### src/rtl/serial_subtractor.sv
// serial_subtractor
// Bit-serial WIDTH-bit subtractor, D = X - Y (mod 2^WIDTH), LSB first, one
// bit per clock. Each bit is formed by two half-subtractor steps (x0 - y0,
// then minus the running borrow), and the borrow is carried in a flip-flop.
// A start/done handshake frames each operation:
//   IDLE --START--> SHIFT (WIDTH cycles) --> DONE (1 cycle) --> IDLE
// D, B and OVF are registered and only change on the completion edge or reset.
//
// Optional feature macro: SERIAL_SUBTRACTOR_OVF_EN
//   defined   : OVF reports signed (two's-complement) overflow of X - Y,
//               using operand MSBs latched when START is accepted.
//   undefined : OVF is tied to 0 and no MSB capture logic exists.

module serial_subtractor #(
  parameter int WIDTH = 8
) (
  input  logic             CLK,
  input  logic             RST,
  input  logic             START,
  input  logic [WIDTH-1:0] X,
  input  logic [WIDTH-1:0] Y,
  output logic [WIDTH-1:0] D,
  output logic             B,
  output logic             BUSY,
  output logic             DONE,
  output logic             OVF
);

  // One spare counter bit keeps the width >= 2 for the smallest WIDTH and
  // leaves headroom for the final increment.
  localparam int            CW       = $clog2(WIDTH) + 1;
  localparam logic [CW-1:0] CNT_LAST = CW'(WIDTH - 1);
  localparam logic [CW-1:0] CNT_ONE  = CW'(1);
  localparam logic [CW-1:0] CNT_ZERO = CW'(0);

  typedef enum logic [1:0] {
    S_IDLE  = 2'd0,
    S_SHIFT = 2'd1,
    S_DONE  = 2'd2
  } state_t;

  // Half-subtractor difference: a - b without borrow-in.
  function automatic logic hs_diff(input logic a, input logic b);
    return a ^ b;
  endfunction

  // Half-subtractor borrow-out: set when b > a.
  function automatic logic hs_borrow(input logic a, input logic b);
    return ~a & b;
  endfunction

  state_t           state_r;
  logic [WIDTH-1:0] sx_r;
  logic [WIDTH-1:0] sy_r;
  logic [WIDTH-1:0] sr_r;
  logic             br_r;
  logic [CW-1:0]    cnt_r;

  logic             x0_s;
  logic             y0_s;
  logic             d1_s;
  logic             b1_s;
  logic             diff_s;
  logic             b2_s;
  logic             br_next_s;
  logic [WIDTH-1:0] sr_next_s;
  logic             last_s;

  // Per-bit datapath: two cascaded half subtractors and the next result word.
  always_comb begin
    x0_s      = sx_r[0];
    y0_s      = sy_r[0];
    d1_s      = hs_diff(x0_s, y0_s);
    b1_s      = hs_borrow(x0_s, y0_s);
    diff_s    = hs_diff(d1_s, br_r);
    b2_s      = hs_borrow(d1_s, br_r);
    br_next_s = b1_s | b2_s;
    sr_next_s = {diff_s, sr_r[WIDTH-1:1]};
    last_s    = (cnt_r == CNT_LAST);
  end

  // Control FSM with the shift datapath and all registered handshake/result outputs.
  always_ff @(posedge CLK) begin
    if (RST) begin
      state_r <= S_IDLE;
      sx_r    <= {WIDTH{1'b0}};
      sy_r    <= {WIDTH{1'b0}};
      sr_r    <= {WIDTH{1'b0}};
      br_r    <= 1'b0;
      cnt_r   <= CNT_ZERO;
      D       <= {WIDTH{1'b0}};
      B       <= 1'b0;
      BUSY    <= 1'b0;
      DONE    <= 1'b0;
    end else begin
      case (state_r)
        S_IDLE: begin
          DONE <= 1'b0;
          if (START) begin
            sx_r    <= X;
            sy_r    <= Y;
            sr_r    <= {WIDTH{1'b0}};
            br_r    <= 1'b0;
            cnt_r   <= CNT_ZERO;
            BUSY    <= 1'b1;
            state_r <= S_SHIFT;
          end else begin
            BUSY    <= 1'b0;
            state_r <= S_IDLE;
          end
        end

        S_SHIFT: begin
          sx_r  <= {1'b0, sx_r[WIDTH-1:1]};
          sy_r  <= {1'b0, sy_r[WIDTH-1:1]};
          sr_r  <= sr_next_s;
          br_r  <= br_next_s;
          cnt_r <= cnt_r + CNT_ONE;
          if (last_s) begin
            // Completion edge: publish the result together with DONE.
            D       <= sr_next_s;
            B       <= br_next_s;
            BUSY    <= 1'b0;
            DONE    <= 1'b1;
            state_r <= S_DONE;
          end else begin
            BUSY    <= 1'b1;
            DONE    <= 1'b0;
            state_r <= S_SHIFT;
          end
        end

        S_DONE: begin
          // START is deliberately not looked at here; it is never queued.
          BUSY    <= 1'b0;
          DONE    <= 1'b0;
          state_r <= S_IDLE;
        end

        default: begin
          state_r <= S_IDLE;
          BUSY    <= 1'b0;
          DONE    <= 1'b0;
        end
      endcase
    end
  end

`ifdef SERIAL_SUBTRACTOR_OVF_EN
  logic xmsb_r;
  logic ymsb_r;
  logic ovf_r;

  // Latch operand signs at acceptance; judge signed overflow on the completion edge.
  always_ff @(posedge CLK) begin
    if (RST) begin
      xmsb_r <= 1'b0;
      ymsb_r <= 1'b0;
      ovf_r  <= 1'b0;
    end else if ((state_r == S_IDLE) && START) begin
      xmsb_r <= X[WIDTH-1];
      ymsb_r <= Y[WIDTH-1];
    end else if ((state_r == S_SHIFT) && last_s) begin
      // Overflow only when signs differ and the result sign departs from X.
      ovf_r  <= (xmsb_r != ymsb_r) & (sr_next_s[WIDTH-1] != xmsb_r);
    end else begin
      ovf_r  <= ovf_r;
    end
  end

  assign OVF = ovf_r;
`else
  assign OVF = 1'b0;
`endif

endmodule

### config.mk
export PLATFORM = sky130hd
export DESIGN_NAME = serial_subtractor
export DESIGN_NICKNAME = d
export VERILOG_FILES = /design/src/rtl/serial_subtractor.sv
export SDC_FILE = /design/constraint.sdc
export NUM_CORES = 1
export LEC_CHECK = 0
export ABC_CLOCK_PERIOD_IN_PS = 1790
export CORE_ASPECT_RATIO = 2
export CORE_MARGIN = 2
export CORE_UTILIZATION = 25
export DETAILED_ROUTE_END_ITERATION = 16
export PLACE_DENSITY_LB_ADDON = 0.1
export SETUP_SLACK_MARGIN = 0.02
export SLEW_MARGIN = 20
export SYNTH_ARGS = -nofsm -noshare
export SYNTH_HDL_FRONTEND = slang
export SYNTH_SLANG_ARGS = --single-unit
### constraint.sdc
create_clock -name CLK -period 1.79 [get_ports CLK]
set_input_delay 0.179 -clock CLK [delete_from_list [all_inputs] [get_ports CLK]]
set_output_delay 0.179 -clock CLK [all_outputs]
set_load 0.01 [all_outputs]
* Word-level counts from Yosys, hierarchy flattened
Index checks and enable logic that the tools add are counted.
Word-level totals: output and inout bits 12, logic and storage cells 44, bits of input ports 19, bits in registers 42
Cells by class: $add $sub $neg 1, mux-type cells 17, bitwise logic cells 8, reduce and logical (&&, ||, !) cells 5, equal/unequal tests 3
Operators with widths (number):
- 8-bit one-hot mux with 2 select lines | 3
- 8-bit 2-to-1 mux | 3
- 4-bit one-hot mux with 2 select lines | 1
- 1-bit 2-to-1 mux | 5
- 4-bit by 1-bit adder with 4-bit output (second input constant) | 1
- 4-bit by 3-bit equality test with 1-bit output (second input constant) | 1
- 4-bit 2-to-1 mux | 1
- 1-bit one-hot mux with 2 select lines | 2
- 2-bit one-hot mux with 2 select lines | 1
- 2-bit AND reduction | 2
- 1-bit NOT | 3
- 1-bit AND | 2
- 2-bit by 1-bit equality test with 1-bit output (second input constant) | 1
- 2-bit logical NOT | 1
- 2-bit 2-to-1 mux | 1
- 2-bit != test (second input constant) | 1
- 2-bit nonzero test | 1
- 2-bit OR reduction | 1
- 1-bit XOR | 2
- 1-bit bitwise OR | 1

* Longest topological paths before layout
Gate-level depths: netlist of the first run.
depth in word-level cells 5, mapped depth 5, gate-level depth less buffers 4

* Worst setup path after synthesis of the first run
No wires, ideal clock.
path type reg2reg, start register cnt_r[0], end register D[3], period minus slack after synthesis 1.355 ns, buffers on the path 1, arrival time 1.239 ns, data required time 1.674 ns, setup slack 0.435 ns, stages on the path, launching flop included 6, library setup time 0.116 ns, cell sequence dfxtp_1 ha_1 and4b_4 and2_1 buf_2 a31o_2
On the way: longest elaborated chain between the ends 2
RTL lines:
- start, declared | line 57 | logic [CW-1:0] cnt_r;
- start signal, assigned | line 118 | cnt_r <= cnt_r + CNT_ONE;
- 4-bit by 3-bit equality test with 1-bit output | line 79 | last_s = (cnt_r == CNT_LAST);
- 2-bit AND reduction (no line)
- end signal, assigned | line 91 | D <= {WIDTH{1'b0}};
- end signal, assigned | line 121 | D <= sr_next_s;
- end, declared | line 22 | output logic [WIDTH-1:0] D,
Every way passes these cells. A chain may end at the register's enable or synchronous reset.

==> results_dict.tcl, run 1 <==
set metrics [dict create \
    die_y_um 117 \
    cts_resized 0 \
    grt_usage 0.127 \
    synth_area_um2 1610 \
    insertion_delay_ns 0.28 \
    num_rows 41 \
    setup_viol 0 \
    area_growth_pct 32.0 \
    synth_commonest_cells "dfxtp_1 (40), a21oi_1 (22), o21ai_0 (14)" \
    path_buf_inv 1 \
    arrival_ns 1.48 \
    drtIter0Drc 23 \
    hold_class "reg2reg" \
    ys_seq_area_frac 0.499 \
    fin_skew_ns 0.00414 \
    maxCapViolCount 0 \
    ant_nets 0 \
    yosysMostFrequentCell "dfxtp_1" \
    clockBufferDepth 2 \
    ctsHoldBuffers 0 \
    die_area_um2 7120 \
    ys.flop_type "dfxtp_1" \
    p_per_area_nw_per_um2 957 \
    vias 1394 \
    hold_end "D[2]" \
    synth_area_leader_cell "dfxtp_1" \
    core_um2 6260 \
    place_congestion 0.708 \
    hpwl_um 2880 \
    netlist_instances 173 \
    ys_types 37 \
    grt_pass1_wl_um 6760 \
    r2r_start "state_r[0]" \
    cts_tree "done" \
    r2r_cells 3 \
    fin_util 0.339 \
    critical_path.top_delay_family "buffers and inverters" \
    clock.fmax_ghz 0.602 \
    drive_above_1_share 0.124 \
    synthesis.nets 194 \
    grt-ovfl-total 0 \
    routed_wl_um 4160 \
    status "complete, no violations" \
    synth.top_cell.area_share 0.499 \
    nets 221 \
    root_buffer "clkbuf_16" \
    avgViaCountPerCell 4.86 \
    routedWlPerCell_um 14.5 \
    grt_max_degree 26 \
    cts.sinks 40 \
    cp_slowest_cell "clkdlybuf4s50_1" \
    start_util 0.256 \
    numCtsBuffers 5 \
    hold_path_depth 2 \
    ys_ff_latch 40 \
    io_pins 31 \
    p_leak_nw 0.765 \
    post-cts-setup-buffers 0 \
    fillers 685 \
    insertedDiodeCount 0 \
    holdCritStartpoint "D[2]" \
    antenna_found_initial 0 \
    grt_pass1_vias 1385 \
    async_flop_share 0 \
    reg2reg_slack_ns 0.23 \
    worstSetupStartpointType "flip-flop" \
    firstDrtPassIters 4 \
    regToRegEndpoint "D[2]" \
    critPathCaptureType "primary output" \
    ys_warn_count 0 \
    post-route-period-util 0.928 \
    crit_path_max_incr_delay_ns 0.62 \
    slew_violations 0 \
    drc 0 \
    synth_edf_count 0 \
    crit_chain "clkdlybuf4s50_1" \
    synth_area_leaders "dfxtp_1 (50%), a21oi_1 (6.9%), o22ai_1 (5.1%)" \
    finalCriticalPeriod_ns 1.66 \
    cp.required_ns 1.61 \
    numPortBuffers 29 \
    rsz0062_at_grt "false" \
    criticalPathCategory "reg2out" \
    clk_pin_slew_ns 0.06 \
    fin_tns_setup_ns 0 \
    final-hold-violation-count 0 \
    ir_drop_mv 0.568 \
    cts.htree.levels 2 \
    critPathMaxFanout 10 \
    fin_total_pwr_mw 2.03 \
    postSynthAreaPerCell_um2 9.28 \
    die_width_um 60.7 \
]
## per-layer routing
metal  vias to the layer above  track usage  wire (um)
met5                         -            0          0
met4                         0       0.0693        110
met3                         8       0.0309        200
met2                        41        0.216       2210
met1                       662        0.135       1630
li1                        683            -          -
## stage by stage
stage / hold slack (ns) / instances / area (um2) / worst slack [ns]
global placement: 0.455 / 279 / 1970 / 0.236
CTS: 0.468 / 287 / 2120 / 0.106
floorplan: 0.327 / 173 / 1610 / 0.435
finish: 0.463 / 287 / 2120 / 0.129
global route: 0.507 / 287 / 2120 / 0.0695
detailed placement: 0.460 / 279 / 1970 / 0.208
## final cells by class
class	instances	area, um2	share of cell area
sequential	40	801	0.378
multi-input combinational	113	708	0.334
timing repair buffer	35	335	0.158
clock buffer	8	146	0.0691
tap	86	108	0.0508
inverter	5	21.3	0.0100
## state kept, by name, indices dropped and copies added (netlist names)
| name | count |
|---|---|
| br_r | 1 |
| sr_r | 7 |
| sx_r | 8 |
| D | 8 |
| cnt_r | 4 |
| DONE | 1 |
| state_r | 2 |
| sy_r | 8 |
| B | 1 |
## how the worst max path moves through the flow
stage / startpoint / end / slack [ns] / cells past startpoint
after detailed placement: state_r[0] / D[2] / 0.21 / 3
after floorplan: cnt_r[0] / D[3] / 0.44 / 5
after CTS: state_r[0] / BUSY / 0.11 / 1
final: state_r[0] / BUSY / 0.13 / 1
after global routing: state_r[0] / BUSY / 0.07 / 1
after global placement: state_r[0] / D[2] / 0.24 / 3
## power breakdown
part	internal [mW]	total, mW	switching (mW)
Clock	0.555	0.889	0.334
Combinational	0.0924	0.184	0.0918
Sequential	0.929	0.956	0.0268
## cell usage in the layout (no fill, tap or decap)
cell / count
dfxtp_1: 40
clkdlybuf4s50_1: 29
a21oi_1: 22
o21ai_0: 14
o22ai_1: 13
nor2_1: 13
a22oi_1: 10
nand2b_1: 8
a31o_2: 7
buf_4: 6
clkbuf_16: 5
inv_1: 3
nor3_1: 2
and3_1: 2
nand3_1: 2
nand2_1: 2
clkbuf_1: 2
inv_2: 1
and4b_4: 1
and2_1: 1
o21bai_2: 1
inv_4: 1
o21ba_2: 1
a211oi_2: 1
nor3b_1: 1
nor2b_1: 1
o32a_1: 1
or4_1: 1
a31oi_1: 1
o2bb2ai_1: 1
a221oi_1: 1
o311a_1: 1
mux2i_1: 1
nand4_1: 1
fa_1: 1
ha_1: 1
conb_1: 1
clkbuf_8: 1
## kinds of logic after synthesis
| kind of cell | Yosys count | synth area share |
|---|---|---|
| fa+ha+maj | 2 | 0.0203 |
| mux | 1 | 0.00624 |
| other cells | 1 | 0.00234 |
| simple gates | 35 | 0.116 |
| buf+inv | 20 | 0.0600 |
| flops | 40 | 0.499 |
| compound gates | 74 | 0.296 |
No activity file was read; power rests on OpenSTA's default activity.
==> run 2, diff against run 1 <==
- RECOVER_POWER: unset -> 50
==> run 2 against run 1 <==
Effect of this change: critical path depth is the same; largest cell class unchanged; flip-flop and latch count unchanged; die area unchanged; register-to-register slack hardly changed; utilization about the same; wire length is 0.17% higher; fmax is 0.26% lower; clock power about the same; critical path type unchanged; first-iteration DRC count unchanged; final cell count is the same; non-clock buffer count is the same.
==> results_dict.tcl, run 2 (synthesis gave the netlist of run 1 again) <==
set metrics [dict create \
    status "complete, no violations" \
    slew_violations 0 \
    cts.sinks 40 \
    hold_class "reg2reg" \
    path_buf_inv 1 \
    place_congestion 0.708 \
    relSlewSlack 0.665 \
    insertedDiodeCount 0 \
    rsz0062_at_grt "false" \
    p_per_area_nw_per_um2 958 \
    io_pins 31 \
    fin_tns_setup_ns 0 \
    antenna_found_initial 0 \
    finalCriticalPeriod_ns 1.67 \
    critPathCaptureType "primary output" \
    die_width_um 60.7 \
    critical_path.top_delay_family "buffers and inverters" \
    avgViaCountPerCell 4.85 \
    holdWs_ns 0.460 \
    clk_pin_slew_ns 0.06 \
    post-route-period-util 0.930 \
    maxCapViolCount 0 \
    grt_max_degree 26 \
    cp_slowest_cell "clkdlybuf4s50_1" \
    final_cell_mix "dfxtp_1 (40), a21oi_1 (22), clkdlybuf4s50_1 (19), o21ai_0 (14)" \
    grt-ovfl-total 0 \
    area_growth_pct 31.9 \
    setup_viol 0 \
    r2r_cells 3 \
    die_area_um2 7120 \
    cp_num_cells 1 \
    grt_pass1_wl_um 6760 \
    num_rows 41 \
    numPortBuffers 29 \
    final-hold-violation-count 0 \
    fin_skew_ns 0.00422 \
    arrival_ns 1.49 \
    worstSetupStartpointType "flip-flop" \
    clockBufferDepth 2 \
    final_common_cell "dfxtp_1" \
    crit_path_max_incr_delay_ns 0.62 \
    ir_drop_mv 0.568 \
    hold_path_depth 2 \
    numCtsBuffers 5 \
    routed_wl_um 4160 \
    drc 0 \
    hpwl_um 2880 \
    root_buffer "clkbuf_16" \
    crit_chain "clkdlybuf4s50_1" \
    cts_resized 0 \
    drtIter0Drc 23 \
    firstDrtPassIters 4 \
    start_util 0.256 \
    cts_tree "done" \
    grt_pass1_vias 1385 \
    drive_above_1_share 0.119 \
    criticalPathCategory "reg2out" \
    cp.required_ns 1.61 \
    ctsHoldBuffers 0 \
    insertion_delay_ns 0.28 \
    critPathMaxFanout 10 \
    reg_top3 "D: 8 flops, sx_r: 8 flops, sy_r: 8 flops" \
    cts.htree.levels 2 \
    grt_usage 0.127 \
    clock.fmax_ghz 0.600 \
    core_um2 6260 \
    ant_nets 0 \
    p_leak_nw 0.803 \
    tightest_slew_ns 0.502 \
    routedWlPerCell_um 14.5 \
    nets 221 \
    vias 1393 \
    post-cts-setup-buffers 0 \
    die_y_um 117 \
]
-- run 2: changes by cell type in the layout (fill, tap and decap cells not counted), sizes merged --
cell and delta:
clkdlybuf4s50 -10, dlygate4sd3 +10, buf -1, clkbuf +1
-- run 2: final timing paths --
check	end	start	slack (ns)
worst max-delay path	BUSY	state_r[0]	0.12
worst min-delay path	D[2]	D[2]	0.46
worst max register to register	D[2]	state_r[0]	0.23
worst min register to register	D[2]	D[2]	0.46
-- run 2: power breakdown --
group,internal (mW),switching [mW],total (mW)
Clock,0.555,0.334,0.889
Combinational,0.0911,0.0918,0.183
Sequential,0.929,0.0268,0.956
-- run 2: cell type report --
type / count / area (um2)
fillers: 685 / 4140
clock buffers: 8 / 146
flip-flops and latches: 40 / 801
inverters: 5 / 21.3
repair buffers: 35 / 333
well taps: 86 / 108
multi-input cells: 113 / 708
-- run 2: through the flow --
stage | instances | setup WS [ns] | utilization | power (mW) | area, um2
2_1_floorplan | 173 | 0.435 | - | 1.08 | 1610
3_3_place_gp | 279 | 0.236 | 0.315 | 1.16 | 1970
3_5_place_dp | 279 | 0.208 | 0.315 | 1.16 | 1970
4_1_cts | 287 | 0.106 | 0.339 | 2.06 | 2120
5_1_grt | 287 | 0.0693 | 0.338 | 2.12 | 2120
6_report | 287 | 0.124 | 0.338 | 2.03 | 2120
-- run 2: routing by layer --
metal	track usage	share of wire
met2	0.216	0.53
met5	0	0
met4	0.0693	0.026
met3	0.0309	0.048
met1	0.135	0.40
==> run 3, diff against run 2 <==
- SETUP_SLACK_MARGIN: 0.02 -> 0.2
==> run 3 against run 2 <==
Effect of this change: sequential power about the same; global-route usage unchanged; sequential share of layout area hardly changed; largest cell class unchanged; critical endpoint unchanged; utilization is 0.080 points higher; clock skew hardly changed; register-to-register slack improved by 0.11 ns; largest power group unchanged; final area rose by 0.24%.
==> results_dict.tcl, run 3 (synthesis gave the netlist of run 1 again) <==
set metrics [dict create \
    core_um2 6260 \
    worstSetupStartpointType "flip-flop" \
    grt_usage 0.127 \
    dr_wl_met3_um 200 \
    grt_pass1_wl_um 6760 \
    critical_path.top_delay_family "buffers and inverters" \
    setup_viol 0 \
    multi_input_area_um2 709 \
    cts.htree.levels 2 \
    die_y_um 117 \
    critPathMaxFanout 10 \
    firstDrtPassIters 4 \
    met1Wirelength_um 1650 \
    regToRegEndpoint "D[0]" \
    arrival_ns 1.32 \
    share_seq_of_total_power 0.471 \
    holdCritStartpoint "D[2]" \
    slew_violations 0 \
    fin_skew_ns 0.00422 \
    power.share.clock 0.438 \
    hpwl_um 2880 \
    clock.fmax_ghz 0.666 \
    rsz0062_at_grt "false" \
    numPortBuffers 29 \
    cp.required_ns 1.61 \
    io_pins 31 \
    crit_chain "clkdlybuf4s50_1" \
    fin_total_pwr_mw 2.03 \
    r2r_cells 5 \
    numCtsBuffers 5 \
    insertion_delay_ns 0.28 \
    area_growth_pct 32.2 \
    insertedDiodeCount 0 \
    drtIter0Drc 23 \
    p_switching_uw 452 \
    relSlewSlack 0.665 \
    cell_internal_pwr_mw 1.58 \
    routedWlPerCell_um 14.5 \
    path_buf_inv 1 \
    hold_end "D[2]" \
    seqCellArea_um2 802 \
    wl_met2_um 2200 \
    die_area_um2 7120 \
    reg_top3 "D: 8 flops, sx_r: 8 flops, sy_r: 8 flops" \
    criticalPathCategory "reg2out" \
    final-hold-violation-count 0 \
    final_common_cell "dfxtp_1" \
    cp_slowest_cell "clkdlybuf4s50_1" \
    num_rows 41 \
    pwr-share-comb 0.091 \
    drc 0 \
    cts.sinks 40 \
    cts_tree "done" \
    switching_share 0.223 \
    place_congestion 0.708 \
    p_per_area_nw_per_um2 956 \
    start_util 0.256 \
    post-cts-setup-buffers 0 \
    status "complete, no violations" \
    die_width_um 60.7 \
    antenna_found_initial 0 \
    critPathCaptureType "primary output" \
    crit_path_max_incr_delay_ns 0.58 \
    hold_path_depth 2 \
    clockBufferDepth 2 \
    hold_class "reg2reg" \
    r2r_start "cnt_r[0]" \
    fin_tns_setup_ns 0 \
    finalCriticalPeriod_ns 1.50 \
    maxCapViolCount 0 \
    ir_drop_mv 0.568 \
    routed_wl_um 4160 \
    drive_above_1_share 0.129 \
    p_leak_nw 0.786 \
    grt_max_degree 26 \
    tightest_slew_ns 0.502 \
    fin_util 0.339 \
    post-route-period-util 0.838 \
    avgViaCountPerCell 4.86 \
    nets 221 \
    vias 1394 \
    reg2reg_slack_ns 0.34 \
    fillers 685 \
    clk_pin_slew_ns 0.06 \
    root_buffer "clkbuf_16" \
    routed.top_layer "met4" \
    final_cell_mix "dfxtp_1 (39), clkdlybuf4s50_1 (24), a21oi_1 (22), o21ai_0 (14)" \
    ant_nets 0 \
    grt_pass1_vias 1385 \
    grt-ovfl-total 0 \
]
## run 3: metrics by stage
stage / hold WS, ns / setup WS (ns) / area, um2 / instances
2_1_floorplan: 0.327 / 0.435 / 1610 / 173
3_3_place_gp: 0.455 / 0.236 / 1970 / 279
3_5_place_dp: 0.460 / 0.208 / 1970 / 279
4_1_cts: 0.468 / 0.270 / 2120 / 287
5_1_grt: 0.507 / 0.243 / 2120 / 287
6_report: 0.463 / 0.289 / 2120 / 287
## run 3: routing by layer
| metal | vias up | GRT usage |
|---|---|---|
| li1 | 686 | - |
| met1 | 659 | 0.135 |
| met2 | 41 | 0.216 |
| met3 | 8 | 0.0309 |
| met4 | 0 | 0.0693 |
| met5 | - | 0 |
## run 3: worst max-delay path by stage
stage,startpoint,end,slack (ns),cells past startpoint
6_report,state_r[0],BUSY,0.29,1
2_1_floorplan,cnt_r[0],D[3],0.44,5
5_1_grt,cnt_r[0],D[0],0.24,5
3_3_place_gp,state_r[0],D[2],0.24,3
4_1_cts,state_r[0],BUSY,0.27,1
3_5_place_dp,state_r[0],D[2],0.21,3
## run 3: worst register-to-register path, cell delays in order (launching register included)
cell     delay (ns)
dfxtp_1        0.37
ha_1           0.21
and4b_4        0.28
buf_4          0.18
a21oi_1        0.08
a31o_2         0.22
## run 3: power groups by stage
stage	sequential, mW	combinational (mW)	clock [mW]
2_1_floorplan	0.963	0.118	0
4_1_cts	0.956	0.186	0.917
5_1_grt	0.959	0.204	0.957
3_3_place_gp	0.974	0.185	0
6_report	0.956	0.184	0.889
3_5_place_dp	0.975	0.185	0
## run 3: cell type report
type                            instances  area share
Timing Repair Buffer                   35       0.158
Sequential cell                        40       0.378
Multi-Input combinational cell        113       0.334
Inverter                                5      0.0100
Tap cell                               86      0.0507
Clock buffer                            8      0.0690
## run 3: timing repair
item                                   CTS  global route
setup endpoints to repair                1             2
resized for setup                        1             1
cloned                                   0             0
hold buffers                             0             0
endpoints found under the hold margin    0             0
